==> config.mk <==
export PLATFORM = sky130hd
export DESIGN_NAME = memory_access_unit
export DESIGN_NICKNAME = d
export VERILOG_FILES = /design/src/rtl/lsu_pkg.sv /design/src/rtl/byte_lane_unit.sv /design/src/rtl/memory_access_unit.sv
export SDC_FILE = /design/constraint.sdc
export NUM_CORES = 1
export LEC_CHECK = 0
export ABC_AREA = 1
export CORE_MARGIN = 2
export CORE_UTILIZATION = 40
export CTS_CLUSTER_SIZE = 10
export DETAILED_ROUTE_END_ITERATION = 12
export GPL_TIMING_DRIVEN = 0
export PLACE_DENSITY = 0.78
export SYNTH_ARGS = -nofsm -noshare
export SYNTH_HDL_FRONTEND = slang
export SYNTH_SLANG_ARGS = --single-unit
==> constraint.sdc <==
create_clock -name clk -period 1.5 [get_ports clk]
set_input_delay 0.3 -clock clk [delete_from_list [all_inputs] [get_ports clk]]
set_output_delay 0.3 -clock clk [all_outputs]
set_load 0.02 [all_outputs]
==> src/rtl/lsu_pkg.sv <==
// Shared types, lane constants and the byte-enable helper for the memory-stage load/store unit.
package lsu_pkg;

   localparam int unsigned LSU_DATA_WIDTH = 32;
   localparam int unsigned BYTE_LANES     = LSU_DATA_WIDTH / 8;
   localparam int unsigned LANE_SEL_W     = $clog2(BYTE_LANES);

   typedef enum logic [1:0] {
      IDLE   = 2'd0,
      REQ    = 2'd1,
      WAIT_R = 2'd2,
      DONE   = 2'd3
   } lsu_state_t;

   function automatic logic [BYTE_LANES-1:0] lane_be(input logic                  byte_op,
                                                     input logic [LANE_SEL_W-1:0] lane);
      logic [BYTE_LANES-1:0] be;
      if (byte_op) begin
         be = {{(BYTE_LANES-1){1'b0}}, 1'b1} << lane;
      end else begin
         be = {BYTE_LANES{1'b1}};
      end
      return be;
   endfunction

endpackage

==> src/rtl/byte_lane_unit.sv <==
// Combinational byte-lane logic: store-data replication, byte enables and load-lane
// extraction with zero extension.
module byte_lane_unit
   import lsu_pkg::*;
#(
   parameter int unsigned DATA_WIDTH = LSU_DATA_WIDTH
) (
   input  logic                  i_byte_op,
   input  logic [LANE_SEL_W-1:0] i_wr_lane,
   input  logic [DATA_WIDTH-1:0] i_wdata,
   output logic [BYTE_LANES-1:0] o_be,
   output logic [DATA_WIDTH-1:0] o_wdata,
   input  logic                  i_rd_byte_op,
   input  logic [LANE_SEL_W-1:0] i_rd_lane,
   input  logic [DATA_WIDTH-1:0] i_rdata,
   output logic [DATA_WIDTH-1:0] o_rdata
);

   logic [7:0] w_rd_byte;

   assign o_be    = lane_be(i_byte_op, i_wr_lane);
   assign o_wdata = i_byte_op ? {(DATA_WIDTH/8){i_wdata[7:0]}} : i_wdata;

   assign w_rd_byte = i_rdata[{i_rd_lane, 3'b000} +: 8];
   assign o_rdata   = i_rd_byte_op ? {{(DATA_WIDTH-8){1'b0}}, w_rd_byte} : i_rdata;

endmodule

==> src/rtl/memory_access_unit.sv <==
// Memory-stage load/store sequencer driving a req/gnt/rvalid data-memory port.
// Optional misaligned-word trap enabled by defining LSU_ALIGN_CHECK_EN.
module memory_access_unit
   import lsu_pkg::*;
#(
   parameter int unsigned DATA_WIDTH = LSU_DATA_WIDTH
) (
   input  logic                    clk,
   input  logic                    rst_ni,
   input  logic [DATA_WIDTH-1:0]   alu_result_m_i,
   input  logic [DATA_WIDTH-1:0]   write_data_m_i,
   input  logic                    memory_m_i,
   input  logic                    mem_write_m_i,
   input  logic                    byte_op_m_i,
   output logic                    stall_m_o,
   output logic                    dmem_req_o,
   output logic                    dmem_we_o,
   output logic [DATA_WIDTH-1:0]   dmem_addr_o,
   output logic [DATA_WIDTH/8-1:0] dmem_be_o,
   output logic [DATA_WIDTH-1:0]   dmem_wdata_o,
   input  logic                    dmem_gnt_i,
   input  logic                    dmem_rvalid_i,
   input  logic [DATA_WIDTH-1:0]   dmem_rdata_i,
   output logic [DATA_WIDTH-1:0]   read_data_m_o,
   output logic                    misalign_o
);

   lsu_state_t r_state, w_state_d;

   logic                    r_req, w_req_d;
   logic                    r_we, w_we_d;
   logic [DATA_WIDTH-1:0]   r_addr, w_addr_d;
   logic [DATA_WIDTH/8-1:0] r_be, w_be_d;
   logic [DATA_WIDTH-1:0]   r_wdata, w_wdata_d;
   logic                    r_byte_op, w_byte_op_d;
   logic [LANE_SEL_W-1:0]   r_lane, w_lane_d;
   logic [DATA_WIDTH-1:0]   r_rdata, w_rdata_d;
   logic                    r_misalign, w_misalign_d;

   logic [BYTE_LANES-1:0]   w_be;
   logic [DATA_WIDTH-1:0]   w_wdata;
   logic [DATA_WIDTH-1:0]   w_ld_data;
   logic                    w_misaligned;

   byte_lane_unit #(
      .DATA_WIDTH (DATA_WIDTH)
   ) u_byte_lane_unit (
      .i_byte_op    (byte_op_m_i),
      .i_wr_lane    (alu_result_m_i[LANE_SEL_W-1:0]),
      .i_wdata      (write_data_m_i),
      .o_be         (w_be),
      .o_wdata      (w_wdata),
      .i_rd_byte_op (r_byte_op),
      .i_rd_lane    (r_lane),
      .i_rdata      (dmem_rdata_i),
      .o_rdata      (w_ld_data)
   );

`ifdef LSU_ALIGN_CHECK_EN
   assign w_misaligned = !byte_op_m_i && (alu_result_m_i[1:0] != 2'b00);
`else
   assign w_misaligned = 1'b0;
`endif

   // Stall drops in DONE so the pipeline advances on the DONE -> IDLE edge.
   assign stall_m_o = memory_m_i && (r_state != DONE);

   always_comb begin
      w_state_d    = r_state;
      w_req_d      = r_req;
      w_we_d       = r_we;
      w_addr_d     = r_addr;
      w_be_d       = r_be;
      w_wdata_d    = r_wdata;
      w_byte_op_d  = r_byte_op;
      w_lane_d     = r_lane;
      w_rdata_d    = r_rdata;
      w_misalign_d = 1'b0;
      unique case (r_state)
         IDLE: begin
            if (memory_m_i) begin
               if (w_misaligned) begin
                  w_state_d    = DONE;
                  w_misalign_d = 1'b1;
                  if (!mem_write_m_i) begin
                     w_rdata_d = '0;
                  end
               end else begin
                  w_state_d   = REQ;
                  w_req_d     = 1'b1;
                  w_we_d      = mem_write_m_i;
                  w_addr_d    = {alu_result_m_i[DATA_WIDTH-1:2], 2'b00};
                  w_be_d      = w_be;
                  w_wdata_d   = w_wdata;
                  w_byte_op_d = byte_op_m_i;
                  w_lane_d    = alu_result_m_i[LANE_SEL_W-1:0];
               end
            end
         end
         REQ: begin
            if (dmem_gnt_i) begin
               w_req_d   = 1'b0;
               w_state_d = r_we ? DONE : WAIT_R;
            end
         end
         WAIT_R: begin
            if (dmem_rvalid_i) begin
               w_rdata_d = w_ld_data;
               w_state_d = DONE;
            end
         end
         DONE: begin
            w_state_d = IDLE;
         end
         default: begin
            w_state_d = IDLE;
         end
      endcase
   end

   always_ff @(posedge clk or negedge rst_ni) begin
      if (!rst_ni) begin
         r_state    <= IDLE;
         r_req      <= 1'b0;
         r_we       <= 1'b0;
         r_addr     <= '0;
         r_be       <= '0;
         r_wdata    <= '0;
         r_byte_op  <= 1'b0;
         r_lane     <= '0;
         r_rdata    <= '0;
         r_misalign <= 1'b0;
      end else begin
         r_state    <= w_state_d;
         r_req      <= w_req_d;
         r_we       <= w_we_d;
         r_addr     <= w_addr_d;
         r_be       <= w_be_d;
         r_wdata    <= w_wdata_d;
         r_byte_op  <= w_byte_op_d;
         r_lane     <= w_lane_d;
         r_rdata    <= w_rdata_d;
         r_misalign <= w_misalign_d;
      end
   end

   assign dmem_req_o    = r_req;
   assign dmem_we_o     = r_we;
   assign dmem_addr_o   = r_addr;
   assign dmem_be_o     = r_be;
   assign dmem_wdata_o  = r_wdata;
   assign read_data_m_o = r_rdata;
   assign misalign_o    = r_misalign;

endmodule

==> run metrics, run 1 <==
Filler Cell Count=roughly 930; worst hold margin=~0.018 ns; CTS HTree Levels=3; vias in the first global route=~4,600; setup slack, reg-to-reg=roughly 0.10 ns; sequential cell area=between 2000 and 3000 µm²; CP Max Fanout=3; number of standard-cell rows in the floorplan=38; Final Hold Fails=0; number of register bits inferred by synthesis=about 110; hpwl dp=approximately 10 mm; startpoint of the lowest-slack register-to-register path=r_state[1]; endpoint class of the critical path=output pin; clock network fraction of total power=17.4%; Sinks on Clock Net=approximately 110; area taken by multi-input logic gates=around 1700 µm²; leakage power summed over all cells=0.00364 µW; average cell area after synthesis=between 8 and 9 µm²; Final Setup Violations=0; Setup TNS Final=0 ns; wire length reported by the detailed router=between 10 and 15 mm; post-route clock skew=0.00596 ns; Worst slew margin=around 51%; total die area=~12,000 µm²; switch share=42.5%; unrepaired setup endpoints after global routing=true; part of the total power dissipated in sequential elements=34.9%; drt first pass iters=5; clock root cell=clkbuf_16; run status=completed; number of remaining DRC errors=0; initial antenna violation count=0; routed via count divided by cell count=slightly below 5; global placement routability congestion=0.841; Setup crit start=r_state[1]; maximum clock frequency=roughly 670 MHz; fin crit share=between 90% and 100%; die width=111 µm; fin crit period=between 1 and 1.5 ns; area fraction in compound gates after synthesis=a little under a tenth; largest net degree at the start of global routing=55; number of max-cap violations=0; hold-fix buffers at CTS=0; Initial Util=41.4%; fraction of final layout cells sized beyond drive strength 1=9.64%; TritonCTS clock tree=yes; classification of the worst-slack hold path=in2async; antenna-violating nets left=0; height of the die=about 110 µm; endpoint of the most critical register-to-register path=dmem_wdata_o[10]; total instance count after detailed placement=890; parity-gate share of the synthesized area counting xor and xnor cells=0%; GR Util All Layers=~23%; dominant combinational cell family by area after synthesis=simple AND/OR/NAND/NOR gates; Bufs on Longest Clock Path=2; routed vias=4,393; Core Util, Final=between 60% and 70%; clk slew on worst S/H paths=roughly 0.070 ns; count of routing violations after the opening detailed-route iteration=slightly above 200; P per Cell Area=roughly 2000 nW/µm²; synth unique cells=24; first-pass GRT wire length=between 20 and 25 mm; number of non-filler instances in the completed layout=908; Logic pwr share=about 48%; worst vdd ir=between 0.001 and 0.0015 V; Final nets=between 800 and 900; count of input and output buffers=just over 200; number of standard cells after synthesis=roughly 550; placeable core region=11,000 µm²; Reg2Reg Depth=6; fraction of the yosys area taken by sequential cells=between 50% and 60%; Synth warnings=0; Slew Limit Fails=0; kind of launch point of the worst setup path=flop; routed len/inst=around 15 µm; category of the critical setup timing path=reg2out; cells taking the most area after synthesis=dfrtp_1, nand2_1, a21oi_1; Inserted Diodes=0; net switching power figure=between 5000 and 6000 µW; Top Ports=just over 200; post-synthesis share of cell area spent on full adders, half adders and majority gates=about 1.4%; area overhead of the layout relative to synthesis=56.1%; Data arrival, critical path=~1.2 ns; GRT overflow=0; actual transition at the worst max-transition pin=a little over 0.7 ns; Int Power=8080 µW; area share of and/or/nand/nor cells after synthesis=between 20% and 30%; multiplexer share of the synthesized area=0%; cell area after synthesis=around 4500 µm²; library cell occupying the most area in the post-synthesis netlist=dfrtp_1; share of the synthesized area in the top cell type=between 50% and 60%; worst-skew pair later-pin latency=0.34 ns; WP data required=around 1.2 ns; CTS Buf Count=9
==> routing by layer <==
metal  global-route usage [%]  vias to the layer above  routed length [µm]
li1                         -                     2126                   -
met1                     26.8                     2033                5460
met2                     40.1                      214                6680
met3                     9.28                       20                1450
met4                     6.00                        0                 268
met5                        0                        -                   0
==> cells in the mapped netlist, drive strengths merged <==
master / instances
nand2: 255
clkinv: 2
a21oi: 46
o21ai: 31
ha: 5
o31ai: 1
o21bai: 1
nand3: 11
nor2: 35
conb: 1
inv: 26
dfrtp: 105
clkbuf: 9
buf: 17
==> registers in the layout (all words and copies together), names as in the netlist <==
register,count
dmem_wdata_o,32
read_data_m_o,32
dmem_addr_o,30
dmem_be_o,4
r_lane,2
r_state,2
dmem_req_o,1
dmem_we_o,1
r_byte_op,1
==> per-stage QoR <==
stage	instance area, µm²	worst slack, ns	power [µW]
2_1_floorplan	4550	0.144	8650
3_3_place_gp	6750	-3.79	12100
3_5_place_dp	6780	-0.375	12300
4_1_cts	7020	0.00625	14000
5_1_grt	7100	-0.0634	15100
6_report	7100	0.0103	14100
==> worst max path at each step <==
| stage | to | slack (ns) | depth (start not counted) |
|---|---|---|---|
| after floorplan | dmem_addr_o[10] | 0.14 | 8 |
| after global placement | dmem_addr_o[3] | -3.79 | 1 |
| after detailed placement | stall_m_o | -0.38 | 4 |
| after CTS | stall_m_o | 0.006 | 3 |
| after global routing | stall_m_o | -0.06 | 3 |
| final | stall_m_o | 0.01 | 3 |
==> layout make-up <==
class                           instances  share of cell area [%]
Buffer                                 26                    2.70
Clock buffer                           11                    3.56
Clock inverter                          5                   0.882
Inverter                               28                    1.55
Multi-Input combinational cell        388                    24.5
Sequential cell                       105                    37.0
Tap cell                              140                    2.47
Timing Repair Buffer                  205                    27.3
==> worst max-delay path: stages (launching register included) <==
cell	delay, ns
dfrtp_1	0.42
ha_2	0.20
nor2_2	0.09
buf_4	0.14
==> cell usage in the layout (no fill, tap or decap), drive strengths merged, types with 2 or more instances in the layout <==
cell type      count
nand2            255
dfrtp            105
clkdlybuf4s50    100
dlygate4sd2      100
a21oi             46
nor2              35
o21ai             31
inv               27
buf               21
clkbuf            21
nand3             11
ha                 5
conb               3
clkinv             3
clkinvlp           2
==> logic make-up after synthesis <==
family                     Yosys count
and+or+nand+nor                    301
DFF                                105
AOI/OAI and AO/OA                   79
buffers and inverters               54
adders and majority gates            5
other                                1
==> power by group through the flow <==
stage / clock network, µW / logic [µW] / registers, µW
floorplan: 0 / 2290 / 6360
finish: 2450 / 6700 / 4910
global placement: 0 / 7190 / 4940
global route: 2630 / 7350 / 5080
CTS: 2500 / 6630 / 4900
detailed placement: 0 / 7340 / 4980
==> what timing repair did <==
item | 4_1_cts | 5_1_grt
setup endpoints to repair | 200 | 97
gates resized for setup | 119 | 23
pin swaps | 1 | 1
buffers inserted | 1 | 1
No activity file was read; power rests on OpenSTA's default activity.
==> run 2: changes to the inputs <==
Settings changed: SKIP_LAST_GASP set to 1.
==> run metrics, run 2 (same netlist as run 1, synthesis figures left out) <==
CP Max Fanout=2; most frequent cells in the layout=nand2_1, dfrtp_1, clkdlybuf4s50_1, dlygate4sd2_1, a21oi_1; P per Cell Area=between 1500 and 2000 nW/µm²; Worst slew margin=51.8%; Top Ports=between 200 and 250; part of the total power dissipated in sequential elements=approximately a third; routed len/inst=~15 µm; kind of launch point of the worst setup path=primary input; endpoint class of the critical path=output pin; GR Util All Layers=between 20 and 25%; GRT overflow=0; WP data required=between 1 and 1.5 ns; unrepaired setup endpoints after global routing=true; category of the critical setup timing path=in2out; routed via count divided by cell count=between 4 and 5; Final Setup Violations=0; CTS HTree Levels=3; net switching power figure=5970 µW; total die area=~12,000 µm²; count of input and output buffers=between 200 and 250; first-pass GRT wire length=22.9 mm; startpoint of the lowest-slack register-to-register path=r_state[1]; Int Power=just over 8000 µW; vias in the first global route=between 4,000 and 5,000; number of remaining DRC errors=0; post-route clock skew=between 0.006 and 0.007 ns; Logic pwr share=47.5%; Final Hold Fails=0; total instance count after detailed placement=about 900; classification of the worst-slack hold path=in2async; Slew Limit Fails=0; CTS Buf Count=9; number of max-cap violations=0; area overhead of the layout relative to synthesis=55.5%; Bufs on Longest Clock Path=2; initial antenna violation count=0; clock network fraction of total power=between 10% and 20%; hold-fix buffers at CTS=0; setup slack, reg-to-reg=around 0.080 ns; Final nets=roughly 870; run status=completed; leading cell type in the layout, fill and taps excluded=nand2_1; height of the die=~110 µm; endpoint of the most critical register-to-register path=dmem_wdata_o[10]; clock root cell=clkbuf_16; worst vdd ir=a little over 0.001 V; antenna-violating nets left=0; die width=about 110 µm; maximum clock frequency=approximately 700 MHz; switch share=a little over two fifths; placeable core region=between 10,000 and 15,000 µm²; clk slew on worst S/H paths=about 0.07 ns; fraction of final layout cells sized beyond drive strength 1=under 10%; drt first pass iters=5; routed vias=between 4,000 and 5,000; TritonCTS clock tree=yes; count of routing violations after the opening detailed-route iteration=252; global placement routability congestion=0.841; Setup TNS Final=0 ns; Inserted Diodes=0; fin crit period=between 1 and 1.5 ns; Sinks on Clock Net=~110; leakage power summed over all cells=between 0.003 and 0.004 µW; number of standard-cell rows in the floorplan=38; largest net degree at the start of global routing=55; hpwl dp=10.4 mm; actual transition at the worst max-transition pin=around 0.72 ns; Data arrival, critical path=approximately 1.2 ns; Reg2Reg Depth=6; number of non-filler instances in the completed layout=just over 900; wire length reported by the detailed router=between 10 and 15 mm; Initial Util=roughly 41%; worst-skew pair later-pin latency=about 0.34 ns; fin crit share=97.8%
[run 2: cell count changes in the layout (fill, tap and decap cells not counted), sizes merged]
cell    delta
clkbuf     -2
buf        +2
[run 2: what timing repair did]
action	4_1_cts	5_1_grt
cloned	0	0
endpoints found under the hold margin	0	0
buffers inserted	1	1
pin swaps	0	1
setup endpoints to repair	200	97
resized for setup	117	18
[run 2: metrics by stage]
stage	util (%)	worst slack (ns)	hold slack, ns	area [µm²]	total power, µW
global placement	61.5	-3.79	0.464	6750	12100
CTS	63.9	-0.124	0.0383	7020	14000
detailed placement	61.7	-0.375	0.399	6780	12300
floorplan	-	0.144	0.00441	4550	8650
finish	64.4	0.0333	0.0106	7070	14000
global route	64.4	-0.0463	0.0696	7070	15000
[run 2: power groups by stage]
stage / Clock [µW] / Sequential, µW / Combinational, µW
2_1_floorplan: 0 / 6360 / 2290
3_3_place_gp: 0 / 4940 / 7190
3_5_place_dp: 0 / 4980 / 7340
4_1_cts: 2500 / 4900 / 6630
5_1_grt: 2630 / 5080 / 7310
6_report: 2450 / 4910 / 6660
[run 2: layout make-up]
cell class	count	area (µm²)
Clock buffer	11	253
Fill cell	930	3910
Inverter	28	108
Sequential cell	105	2630
Timing Repair Buffer	205	1930
Tap cell	140	175
Buffer	26	178
Clock inverter	5	62.6
Multi-Input combinational cell	388	1730
[run 2: critical path, stage by stage]
cell,delay [ns]
clkdlybuf4s50_1,0.54
inv_1,0.09
nor2_2,0.10
buf_4,0.14
[run 2: worst max-delay path by stage]
| stage | startpoint | endpoint | depth (start not counted) |
|---|---|---|---|
| 6_report | memory_m_i | stall_m_o | 4 |
| 5_1_grt | r_state[0] | stall_m_o | 3 |
| 4_1_cts | r_state[0] | stall_m_o | 3 |
| 3_5_place_dp | memory_m_i | stall_m_o | 4 |
| 3_3_place_gp | rst_ni | dmem_addr_o[3] | 1 |
| 2_1_floorplan | r_state[0] | dmem_addr_o[10] | 8 |
[run 2: metal layers]
metal	part of all wire, %	GRT usage, %	up-vias
li1	-	-	2127
met1	39	26.8	2060
met2	49	40.2	211
met3	10	9.28	19
met4	1.9	6.00	0
met5	0	0	-
